<file path="src/rtl/counter_pkg.sv">
// Shared constants and helpers for the up/down modulo counter.
package counter_pkg;

    localparam logic DIR_UP   = 1'b1;
    localparam logic DIR_DOWN = 1'b0;

    // Used for both the preset and the step so the two paths clamp the same way.
    function automatic int unsigned clamp_max(input int unsigned value, input int unsigned max);
        return (value > max) ? max : value;
    endfunction

endpackage

</file>
<file path="src/rtl/counter_next.sv">
// Combinational next-count datapath: modulo add/subtract with wrap detection.
// COUNTER_SAT_EN: when defined, sat_i=1 turns a wrapping step into a clamp at MAX or 0.
module counter_next
    import counter_pkg::*;
#(
    parameter int unsigned N   = 5,
    parameter int unsigned MAX = (2**N) - 1
) (
    input  logic [N-1:0] cur_i,
    input  logic [N-1:0] step_i,
    input  logic         dir_i,
    input  logic         sat_i,
    output logic [N-1:0] nxt_o,
    output logic         wrap_o
);

    // One extra bit keeps cur+step and cur+MAX+1 from overflowing even at MAX = 2**N-1.
    localparam logic [N:0]   MODULUS = (N+1)'(MAX + 1);
    localparam logic [N:0]   MAX_W   = (N+1)'(MAX);
    localparam logic [N-1:0] MAX_N   = N'(MAX);

    logic [N:0] cur_w;
    logic [N:0] step_w;
    logic [N:0] raw_w;
    logic       cross_w;

    always_comb begin
        cur_w   = {1'b0, cur_i};
        step_w  = {1'b0, step_i};
        raw_w   = cur_w;
        cross_w = 1'b0;
        if (dir_i == DIR_UP) begin
            raw_w   = cur_w + step_w;
            cross_w = (raw_w > MAX_W);
            if (cross_w) raw_w = raw_w - MODULUS;
        end else begin
            cross_w = (step_w > cur_w);
            raw_w   = cross_w ? (cur_w + MODULUS - step_w) : (cur_w - step_w);
        end

        nxt_o  = N'(raw_w);
        wrap_o = cross_w;
`ifdef COUNTER_SAT_EN
        if (sat_i && cross_w) begin
            nxt_o  = (dir_i == DIR_UP) ? MAX_N : '0;
            wrap_o = 1'b0;
        end
`endif
    end

`ifndef COUNTER_SAT_EN
    logic unused_sat;
    assign unused_sat = sat_i;
`endif

endmodule

</file>
<file path="src/rtl/counter_ud_mod.sv">
// N-bit up/down modulo counter: load > enable > hold, registered out and wrap pulse.
// COUNTER_SAT_EN: when defined, the sat input clamps instead of wrapping.
module counter_ud_mod
    import counter_pkg::*;
#(
    parameter int unsigned N       = 5,
    parameter int unsigned MAX     = (2**N) - 1,
    parameter int unsigned RST_VAL = 0
) (
    input  logic         clk,
    input  logic         rst,
    input  logic         en,
    input  logic         load,
    input  logic [N-1:0] preset,
    input  logic         dir,
    input  logic [N-1:0] step,
    input  logic         sat,
    output logic [N-1:0] out,
    output logic         tc,
    output logic         wrap
);

    localparam logic [N-1:0] MAX_N = N'(MAX);
    localparam logic [N-1:0] RST_N = N'(RST_VAL);

    logic [N-1:0] out_q,  out_d;
    logic         wrap_q, wrap_d;
    logic [N-1:0] step_eff;
    logic [N-1:0] load_val;
    logic [N-1:0] nxt;
    logic         nxt_wrap;

    assign step_eff = N'(clamp_max(32'(step),   MAX));
    assign load_val = N'(clamp_max(32'(preset), MAX));

    counter_next #(
        .N   (N),
        .MAX (MAX)
    ) u_next (
        .cur_i  (out_q),
        .step_i (step_eff),
        .dir_i  (dir),
        .sat_i  (sat),
        .nxt_o  (nxt),
        .wrap_o (nxt_wrap)
    );

    always_comb begin
        out_d  = out_q;
        wrap_d = 1'b0;
        if (load) begin
            out_d = load_val;
        end else if (en) begin
            out_d  = nxt;
            wrap_d = nxt_wrap;
        end
    end

    always_ff @(posedge clk or negedge rst) begin
        if (!rst) begin
            out_q  <= RST_N;
            wrap_q <= 1'b0;
        end else begin
            out_q  <= out_d;
            wrap_q <= wrap_d;
        end
    end

    // tc follows dir combinationally so a direction change shows up at once.
    assign tc   = ((dir == DIR_UP) && (out_q == MAX_N)) || ((dir == DIR_DOWN) && (out_q == '0));
    assign out  = out_q;
    assign wrap = wrap_q;

endmodule

</file>
<file path="config.mk">
export PLATFORM = sky130hd
export DESIGN_NAME = counter_ud_mod
export DESIGN_NICKNAME = d
export VERILOG_FILES = /design/src/rtl/counter_pkg.sv /design/src/rtl/counter_next.sv /design/src/rtl/counter_ud_mod.sv
export SDC_FILE = /design/constraint.sdc
export NUM_CORES = 1
export LEC_CHECK = 0
export BUFFER_PORTS_ARGS = -buffer_cell sky130_fd_sc_hd__buf_2
export CELL_PAD_IN_SITES_DETAIL_PLACEMENT = 0
export CELL_PAD_IN_SITES_GLOBAL_PLACEMENT = 2
export CORE_MARGIN = 4
export CORE_UTILIZATION = 28
export CTS_BUF_LIST = sky130_fd_sc_hd__clkbuf_4 sky130_fd_sc_hd__clkbuf_8 sky130_fd_sc_hd__clkbuf_16
export CTS_CLUSTER_SIZE = 10
export DETAILED_ROUTE_END_ITERATION = 10
export GPL_ROUTABILITY_DRIVEN = 0
export GPL_TIMING_DRIVEN = 0
export HOLD_SLACK_MARGIN = 0.15
export PLACE_DENSITY_LB_ADDON = 0.1
export SETUP_SLACK_MARGIN = 0.02
export SLEW_MARGIN = 20
export SYNTH_ARGS = -nofsm -noshare
export SYNTH_HDL_FRONTEND = slang
export SYNTH_SLANG_ARGS = --single-unit
</file>
<file path="constraint.sdc">
create_clock -name clk -period 2.25 [get_ports clk]
set_clock_uncertainty 0.05 [all_clocks]
set_input_delay 0.1125 -clock clk [delete_from_list [all_inputs] [get_ports clk]]
set_output_delay 0.1125 -clock clk [all_outputs]
set_load 0.005 [all_outputs]
</file>
==> results.md, run 1 <==
* Multi-input logic area at 508 um^2
* Avg Vias per Cell at 4.80
* Most frequent cells in the layout: 21 x buf_2, 10 x nand2_1, 10 x ha_1, 9 x inv_1
* Ys Warns at 0
* Final hold viol count at 0
* Largest net degree at the start of global routing at 11
* FP Rows at 18
* Area contributors post-synth: dfrtp_1 21%, ha_1 17%, fa_1 5.6%
* CP peak stage delay at 0.54 ns
* Syn_nets at 115
* Max-cap viol count at 0
* Mapped Cells at 87
* Total number of vias at 696
* Max Slew Vio Count at 0
* Setup bufs post-CTS at 0
* Crit path buf inv count at 0
* WL/cell at 12.5 um
* CP Cell Sequence: ha_1 > nor2b_1 > o311ai_0 > a31oi_1 > nand3b_1
* Total number of H-tree levels at 1
* Initial Util at 29.2%
* Crit path max-delay cell type: o311ai_0
* Setup Viol. Count Final at 0
* Worst Path Required at between 2 and 2.5 ns
* Reg-to-reg slack, setup at about 0.22 ns
* Area grow syn2layout at 30.0%
* Sequential area share after synthesis at approximately a fifth
* Die ar. at 3430 um^2
* Worst reg-to-reg path cell count at 5
* Worst-path clk slew at 0.04 ns
* Register area at ~150 um^2
* ANT nets after route at 0
* CP endpoint kind: register
* Final net count at 145
* Largest family of logic cells by synthesized area: simple AND/OR/NAND/NOR gates
* Most common cell after layout, fill and taps aside: buf_2
* Port Buffers at 19
* LEAKAGE at 0.000448 uW
* Vias in the first global route at between 600 and 700
* CTS Hold Bufs at 6
* First-pass GRT wire length at 3.06 mm
* Multiplexer area fraction after synthesis at under 10%
* Final min period at between 2 and 2.5 ns
* Overall Global Routing Usage at a little under an eighth
* Pre-CTS setup slack at between 0.2 and 0.25 ns
* Power per Cell Area at 489 nW/um^2
* TNS Setup at 0 ns
* Filler cells at around 270
* CP max FO at 6
* Hold Crit Class: input port to async pin
* Fraction of layout instances using a drive strength above 1 at 25.2%
* Period utilisation layout at 90.2%
* # diodes at 0
* Die X at 58.6 um
* Clock sink count at 6
* Final worst slack at 0.221 ns
* Yosys top cell by area: dfrtp_1
* Post-Syn Area at 717 um^2
* DP Cell Count at about 140
* PostCTS Resize Cnt at 0
* Compound-Gate Fraction of Synth Area at 18.3%
* Adder-Cell Fraction of Synth Area at 23.0%
* Cell Count, Final, Fillers Out at approximately 150
* Reg2Reg Capture Point: out[4]$_DFFE_PN0P_
* CTS tree: built
* Delay-heaviest family, CP: compound AO/OA/AOI/OAI gates
* Run status: finished, final reports clean
* Synth Area in XOR/XNOR at between 1 and 1.5%
* CTS buffer count at 3
* Initial DRC count at 15
* Chip height at 58.6 um
* Finished Core Util at roughly 38%
* Ports at 23
* DRC errors left at 0
* Synth cell types at 33
* Worst-Margin Slew at 0.628 ns
* Dpl hpwl at 1.47 mm
* Slew margin rel. at 57.6%
* Core Region at 2450 um^2
* Max Fclk at between 0.4 and 0.5 GHz
* Routed wire length at 1.82 mm
* Clock Path Buffers at 2
* VDD IR max at approximately 250 uV
* CTS root buf: clkbuf_4
* Yosys top cell area share at roughly a fifth
* Crit path kind: register to register
* Remaining global-route overflow at 0
* Drt pass-1 iters at 4
* Initial antenna violation count at 0
* Tot Pwr at around 460 uW
* Yosys reg bits at 6
* R2R Path Start: out[2]$_DFFE_PN0P_
* RSZ-0062 raised after global routing: false
* Post-synthesis area per instance at 8.24 um^2
* Startpoint Class: register
* Critical path arrival at 2.09 ns
* Post-Synth Simple-Gate Area at 23.9%
* Clock Latency Late Sink at 0.24 ns
final cells by class:
class,instances,share of cell area (%)
clock buffer,3,2.42
tap,30,4.03
inverter,10,4.03
multi-input combinational,67,54.5
buffer,4,2.28
sequential,6,16.1
timing repair buffer,25,16.6
worst max-delay path by stage:
stage                            start            endpoint  slack, ns  cells past startpoint
floorplan           out[2]$_DFFE_PN0P_  out[3]$_DFFE_PN0P_       0.46                      5
global placement    out[2]$_DFFE_PN0P_  out[4]$_DFFE_PN0P_       0.26                      5
detailed placement  out[2]$_DFFE_PN0P_  out[4]$_DFFE_PN0P_       0.21                      5
CTS                 out[2]$_DFFE_PN0P_  out[4]$_DFFE_PN0P_       0.20                      5
global route        out[0]$_DFFE_PN0P_  out[4]$_DFFE_PN0P_       0.12                      7
finish              out[2]$_DFFE_PN0P_  out[4]$_DFFE_PN0P_       0.22                      5
registers in the layout, summed over array words and instances, names as in the netlist:
name  cells
out       5
wrap      1
where the power goes:
group / internal (uW) / total (uW) / switching [uW]
clock network: 60.1 / 95.9 / 35.8
logic: 101 / 213 / 112
registers: 123 / 146 / 23.6
total: 284 / 456 / 171
synth_stat cells:
cell type and count:
ha_1 10, inv_1 9, o311ai_0 1, o22ai_1 1, nor2_1 5, nor2b_1 2
buf_4 1, nand3_1 3, or3_1 1, a21oi_2 1, nand3b_1 3, nor3b_1 1
nor3_1 2, o211ai_1 2, nand4_1 2, a41oi_2 1, dfrtp_1 6, buf_2 2
or4b_1 1, nand2_1 10, o21ai_0 6, mux2i_1 2, a31oi_1 1, fa_1 2
nor4_1 1, o311a_1 1, clkbuf_1 1, inv_2 1, a21oi_1 3, mux2_1 1
nand2b_1 2, xnor2_1 1, a221oi_2 1
per-layer routing:
metal	track usage, %	up-vias	share of wire, %
li1	-	362	-
met1	16.8	319	53
met2	17.9	15	43
met3	0.658	0	3.6
met4	3.88	0	0
met5	0	-	0
through the flow:
step	hold slack [ns]	instance area [um^2]
2_1_floorplan	-0.233	717
3_3_place_gp	-0.107	850
3_5_place_dp	-0.106	850
4_1_cts	0.162	932
5_1_grt	0.185	932
6_report	0.171	932
kinds of logic after synthesis:
group,after synthesis
fa+ha+maj,12
simple gates,33
flops,6
mux,3
buf+inv,14
compound gates,18
xor+xnor,1
(Power assumes the default switching activity.)
==> inputs of run 2 (changes only) <==
--- a/config.mk
+++ b/config.mk
@@ -17,6 +17,7 @@
 export GPL_TIMING_DRIVEN = 0
 export HOLD_SLACK_MARGIN = 0.15
 export PLACE_DENSITY_LB_ADDON = 0.1
+export RECOVER_POWER = 100
 export SETUP_SLACK_MARGIN = 0.02
 export SLEW_MARGIN = 20
 export SYNTH_ARGS = -nofsm -noshare
==> run 2 against run 1 <==
Effect of this change:
- flip-flop and latch count stayed put
- combinational power is 2% lower
- first-iteration DRC count stayed put
- critical endpoint unchanged
==> results.md, run 2 (synthesis gave the netlist of run 1 again) <==
* Run status: finished, final reports clean (unchanged)
* Pre-CTS setup slack at 0.206 ns (unchanged)
* Crit path buf inv count at 0 (unchanged)
* Worst-path clk slew at 0.04 ns (about the same)
* Final worst slack at 0.210 ns (was 0.221 ns)
* Clock Latency Late Sink at 0.24 ns (about the same)
* Worst Path Required at 2.31 ns (was 2.32 ns)
* LEAKAGE at 0.000432 uW (was 0.000448 uW)
* Initial DRC count at 15 (unchanged)
* Max Slew Vio Count at 0 (unchanged)
* Placed cell area at 850 um^2 (unchanged)
* Final hold viol count at 0 (unchanged)
* RSZ-0062 raised after global routing: false (unchanged)
* Clock Path Buffers at 2 (unchanged)
* VDD IR max at 252 uV (about the same)
* DRC errors left at 0 (unchanged)
* Reg-to-reg slack, setup at 0.21 ns (was 0.22 ns)
* Dpl hpwl at 1.47 mm (unchanged)
* Avg Vias per Cell at 4.84 (was 4.80)
* CP endpoint kind: register (unchanged)
* Worst-Margin Slew at 0.633 ns (was 0.628 ns)
* CTS tree: built (unchanged)
* CP Cell Sequence: ha_1 > nor2b_1 > o311ai_0 > a31oi_1 > nand3b_1 (unchanged)
* Final net count at 145 (unchanged)
* FP Rows at 18 (unchanged)
* Die X at 58.6 um (unchanged)
* Startpoint Class: register (unchanged)
* Clock sink count at 6 (unchanged)
* # diodes at 0 (unchanged)
* Routed wire length at 1.81 mm (was 1.82 mm)
* Drt pass-1 iters at 4 (unchanged)
* Worst reg-to-reg path cell count at 5 (unchanged)
* Area grow syn2layout at 28.4% (was 30.0%)
* Finished Cell Area at 921 um^2 (was 932 um^2)
* Power per Cell Area at 490 nW/um^2 (was 489 nW/um^2)
* Hold path start: load
* CTS buffer count at 3 (unchanged)
* Delay-heaviest family, CP: compound AO/OA/AOI/OAI gates (unchanged)
* First-pass GRT wire length at 3.06 mm (unchanged)
* ANT nets after route at 0 (unchanged)
* Period utilisation layout at 90.6% (was 90.2%)
* CP peak stage delay at 0.54 ns (about the same)
* Hold Crit Class: input port to register (was input port to async pin)
* TNS Setup at 0 ns (unchanged)
* Max-cap viol count at 0 (unchanged)
* Total number of vias at 702 (was 696)
* Final min period at 2.04 ns (was 2.03 ns)
* Most frequent cells in the layout: 17 x buf_2, 10 x nand2_1, 10 x ha_1, 9 x inv_1 (was 21 x buf_2, 10 x nand2_1, 10 x ha_1, 9 x inv_1)
* Crit path kind: register to register (unchanged)
* WL/cell at 12.5 um (about the same)
* Most common cell after layout, fill and taps aside: buf_2 (unchanged)
* Critical path arrival at 2.10 ns (was 2.09 ns)
* Slew margin rel. at 57.2% (was 57.6%)
* Initial Util at 29.2% (unchanged)
* Port Buffers at 19 (unchanged)
* Die ar. at 3430 um^2 (unchanged)
* Max Fclk at 0.490 GHz (was 0.493 GHz)
* CP max FO at 6 (unchanged)
* Max FFs per register at 5 (unchanged)
* Finished Core Util at 37.5% (was 38.0%)
* Crit path max-delay cell type: o311ai_0 (unchanged)
* Hold worst-path end: out[4]$_DFFE_PN0P_
* Largest net degree at the start of global routing at 11 (unchanged)
* Core Region at 2450 um^2 (unchanged)
* CTS root buf: clkbuf_4 (unchanged)
* Reg2Reg Capture Point: out[4]$_DFFE_PN0P_ (unchanged)
* Remaining global-route overflow at 0 (unchanged)
* Ports at 23 (unchanged)
* Worst hold margin at 0.186 ns (was 0.171 ns)
* Initial antenna violation count at 0 (unchanged)
* Fraction of layout instances using a drive strength above 1 at 20.9% (was 25.2%)
* Total number of H-tree levels at 1 (unchanged)
* Setup Viol. Count Final at 0 (unchanged)
* Vias in the first global route at 680 (unchanged)
* Overall Global Routing Usage at 11.5% (unchanged)
* Hold Path Depth at 4
* PostCTS Resize Cnt at 0 (unchanged)
* R2R Path Start: out[2]$_DFFE_PN0P_ (unchanged)
* Chip height at 58.6 um (unchanged)
## run 2: per-stage QoR
step / total power, uW / cells
final: 451 / 145
after CTS: 465 / 145
after global routing: 495 / 145
after floorplan: 283 / 87
after detailed placement: 354 / 136
after global placement: 356 / 136
## run 2: layer usage
| layer | share of wire [%] | track usage [%] | wire, um |
|---|---|---|---|
| met1 | 52 | 16.8 | 944 |
| met4 | 0 | 3.88 | 0 |
| met3 | 3.8 | 0.658 | 68 |
| met2 | 44 | 17.9 | 799 |
| met5 | 0 | 0 | 0 |
## run 2: worst register-to-register path, delay by kind of cell, from the launching register on
family,cells,cell delay (ns)
AND/OR/NAND/NOR,2,0.36
flip-flops,1,0.44
AO/OA/AOI/OAI,2,0.69
adder cells (fa/ha/maj),1,0.38
## run 2: area by class of cell
type                            instances  area, um^2
Fill cell                             274        1530
Multi-Input combinational cell         67         502
Sequential cell                         6         150
Timing Repair Buffer                   25         150
Inverter                               10        37.5
Tap cell                               30        37.5
Clock buffer                            3        22.5
Buffer                                  4        21.3
## run 2: worst max-delay path by stage
stage                       startpoint            endpoint  depth (start not counted)
floorplan           out[2]$_DFFE_PN0P_  out[3]$_DFFE_PN0P_                          5
global placement    out[2]$_DFFE_PN0P_  out[4]$_DFFE_PN0P_                          5
detailed placement  out[2]$_DFFE_PN0P_  out[4]$_DFFE_PN0P_                          5
CTS                 out[2]$_DFFE_PN0P_  out[4]$_DFFE_PN0P_                          5
global route        out[2]$_DFFE_PN0P_  out[3]$_DFFE_PN0P_                          5
finish              out[2]$_DFFE_PN0P_  out[4]$_DFFE_PN0P_                          5
## run 2: where the power goes
group | internal, uW | switching (uW) | total, uW
Sequential | 123 | 23.9 | 146
Clock | 60.1 | 35.7 | 95.9
Combinational | 98.4 | 110 | 209
## run 2: what timing repair did
item / 4_1_cts / 5_1_grt
setup endpoints to repair: 0 / 0
hold endpoints to repair: 11 / 0
hold buffers: 6 / 0
buffers inserted: 0 / 0
==> inputs of run 3 (changes only) <==
--- a/config.mk
+++ b/config.mk
@@ -8,7 +8,7 @@
 export BUFFER_PORTS_ARGS = -buffer_cell sky130_fd_sc_hd__buf_2
 export CELL_PAD_IN_SITES_DETAIL_PLACEMENT = 0
 export CELL_PAD_IN_SITES_GLOBAL_PLACEMENT = 2
-export CORE_MARGIN = 4
+export CORE_MARGIN = 5
 export CORE_UTILIZATION = 28
 export CTS_BUF_LIST = sky130_fd_sc_hd__clkbuf_4 sky130_fd_sc_hd__clkbuf_8 sky130_fd_sc_hd__clkbuf_16
 export CTS_CLUSTER_SIZE = 10
@@ -16,7 +16,7 @@
 export GPL_ROUTABILITY_DRIVEN = 0
 export GPL_TIMING_DRIVEN = 0
 export HOLD_SLACK_MARGIN = 0.15
-export PLACE_DENSITY_LB_ADDON = 0.1
+export PLACE_DENSITY = 0.9
 export RECOVER_POWER = 100
 export SETUP_SLACK_MARGIN = 0.02
 export SLEW_MARGIN = 20
==> constraint.sdc (replaced) <==
create_clock -name clk -period 2.25 [get_ports clk]
set_clock_uncertainty 0.05 [all_clocks]
set_input_delay 0.1125 -clock clk [delete_from_list [all_inputs] [get_ports clk]]
set_output_delay 0.1125 -clock clk [all_outputs]
set_load 0.1 [all_outputs]
==> run 3 against run 2 <==
Effect of this change:
- clock power grew 24%
- via count rose by 1.6%
- non-clock buffer count did not move
- flip-flop and latch count unchanged
- worst setup slack gained 0.018 ns
- register-to-register slack improved by 0.02 ns
- first-iteration DRC count decreased by 27%
- die area up 6.9%
- routed wire length fell by 1.6%
- largest power group unchanged
==> results.md, run 3 (synthesis gave the netlist of run 1 again) <==
* Most frequent cells in the layout: 13 x buf_2, 10 x nand2_1, 10 x ha_1, 9 x inv_1, 8 x clkbuf_1 (was 17 x buf_2, 10 x nand2_1, 10 x ha_1, 9 x inv_1)
* DRC errors left at 0 (unchanged)
* CP max FO at 6 (unchanged)
* CTS buffer count at 3 (unchanged)
* Worst reg-to-reg path cell count at 5 (unchanged)
* Power per Cell Area at 626 nW/um^2 (was 490 nW/um^2)
* Filler cells at 272 (was 274)
* Dpl hpwl at 1.48 mm (was 1.47 mm)
* CTS Hold Bufs at 6 (unchanged)
* LEAKAGE at 0.000431 uW (was 0.000432 uW)
* Final min period at 2.02 ns (was 2.04 ns)
* TNS Setup at 0 ns (unchanged)
* Initial Util at 29.2% (unchanged)
* Worst-Margin Slew at 1.18 ns (was 0.633 ns)
* Remaining global-route overflow at 0 (unchanged)
* Vias in the first global route at 710 (was 680)
* First-pass GRT wire length at 2.97 mm (was 3.06 mm)
* Max FFs per register at 5 (unchanged)
* Max-cap viol count at 0 (unchanged)
* Hold path start: load (unchanged)
* Port Buffers at 19 (unchanged)
* Initial antenna violation count at 0 (unchanged)
* Total number of vias at 713 (was 702)
* Routed wire length at 1.78 mm (was 1.81 mm)
* Most common cell after layout, fill and taps aside: buf_2 (unchanged)
* Fraction of layout instances using a drive strength above 1 at 21.6% (was 20.9%)
* Avg Vias per Cell at 4.88 (was 4.84)
* Area grow syn2layout at 30.5% (was 28.4%)
* Drt pass-1 iters at 4 (unchanged)
* Final worst slack at 0.228 ns (was 0.210 ns)
* CTS tree: built (unchanged)
* Chip height at 60.6 um (was 58.6 um)
* PostCTS Resize Cnt at 0 (unchanged)
* WL/cell at 12.2 um (was 12.5 um)
* Worst-path clk slew at 0.05 ns (was 0.04 ns)
* Core Region at 2450 um^2 (unchanged)
* R2R Path Start: out[2]$_DFFE_PN0P_ (unchanged)
* Clock sink count at 6 (unchanged)
* CP endpoint kind: register (unchanged)
* Setup Viol. Count Final at 0 (unchanged)
* Clock Latency Late Sink at 0.25 ns (was 0.24 ns)
* Setup bufs post-CTS at 0 (unchanged)
* Crit path kind: register to register (unchanged)
* Clock Path Buffers at 2 (unchanged)
* Total number of H-tree levels at 1 (unchanged)
* Die ar. at 3670 um^2 (was 3430 um^2)
* Slew margin rel. at 22.0% (was 57.2%)
* Max Slew Vio Count at 0 (unchanged)
* Worst Path Required at 2.35 ns (was 2.31 ns)
* FP Rows at 18 (unchanged)
* Critical path arrival at 2.12 ns (was 2.10 ns)
* VDD IR max at 349 uV (was 252 uV)
* Reg-to-reg slack, setup at 0.23 ns (was 0.21 ns)
* Hold worst-path end: out[4]$_DFFE_PN0P_ (unchanged)
* Pre-CTS setup slack at 0.275 ns (was 0.206 ns)
* Final net count at 145 (unchanged)
* ANT nets after route at 0 (unchanged)
* Period utilisation layout at 89.8% (was 90.6%)
* Final hold viol count at 0 (unchanged)
* Overall Global Routing Usage at 10.6% (was 11.5%)
* Initial DRC count at 11 (was 15)
* Startpoint Class: register (unchanged)
* # diodes at 0 (unchanged)
* RSZ-0062 raised after global routing: false (unchanged)
* Hold Crit Class: input port to register (unchanged)
* Finished Core Util at 38.1% (was 37.5%)
* Largest net degree at the start of global routing at 11 (unchanged)
* Run status: finished, final reports clean (unchanged)
* Ports at 23 (unchanged)
* Hold Path Depth at 4 (unchanged)
* Reg2Reg Capture Point: out[3]$_DFFE_PN0P_ (was out[4]$_DFFE_PN0P_)
* Max Fclk at 0.495 GHz (was 0.490 GHz)
* CTS root buf: clkbuf_4 (unchanged)
* Die X at 60.6 um (was 58.6 um)
## run 3: power breakdown
group | switching (uW) | total [uW] | internal, uW | leakage [uW]
Clock | 40.1 | 119 | 79.3 | 0.0000184
Combinational | 224 | 321 | 96.7 | 0.000341
Sequential | 23.2 | 146 | 123 | 0.0000718
## run 3: cell type report
type	count	area (um^2)	share of cell area, %
inverter	10	37.5	4.01
timing repair buffer	25	146	15.6
buffer	4	21.3	2.27
tap	30	37.5	4.01
multi-input combinational	67	512	54.7
clock buffer	4	30.0	3.21
sequential	6	151	16.2
## run 3: critical path: stages (launching register included)
cell and delay, ns:
dfrtp_1 0.44, ha_1 0.40, inv_1 0.10, a221oi_2 0.36, mux2_1 0.38, a41oi_2 0.20
## run 3: worst max path at each step
stage,from,endpoint,slack [ns],depth (start not counted)
after floorplan,out[3]$_DFFE_PN0P_,out[3]$_DFFE_PN0P_,0.12,4
after global placement,out[2]$_DFFE_PN0P_,out[3]$_DFFE_PN0P_,0.28,5
final,out[2]$_DFFE_PN0P_,out[3]$_DFFE_PN0P_,0.23,5
after detailed placement,out[2]$_DFFE_PN0P_,out[3]$_DFFE_PN0P_,0.27,5
after global routing,out[2]$_DFFE_PN0P_,out[3]$_DFFE_PN0P_,0.14,5
after CTS,out[2]$_DFFE_PN0P_,out[3]$_DFFE_PN0P_,0.25,5
## run 3: per-stage QoR
| step | instances | hold WS (ns) | instance area (um^2) | power [uW] |
|---|---|---|---|---|
| after global placement | 136 | -0.111 | 857 | 462 |
| after detailed placement | 136 | -0.109 | 857 | 468 |
| after CTS | 146 | 0.154 | 947 | 601 |
| final | 146 | 0.196 | 936 | 586 |
| after global routing | 146 | 0.200 | 936 | 632 |
| after floorplan | 87 | -0.233 | 724 | 397 |
## run 3: per-layer routing
layer / track usage (%) / vias up / part of all wire, %
li1: - / 369 / -
met1: 12.5 / 322 / 45
met2: 19.1 / 20 / 50
met3: 1.49 / 2 / 3.6
met4: 4.64 / 0 / 1.6
met5: 0 / - / 0
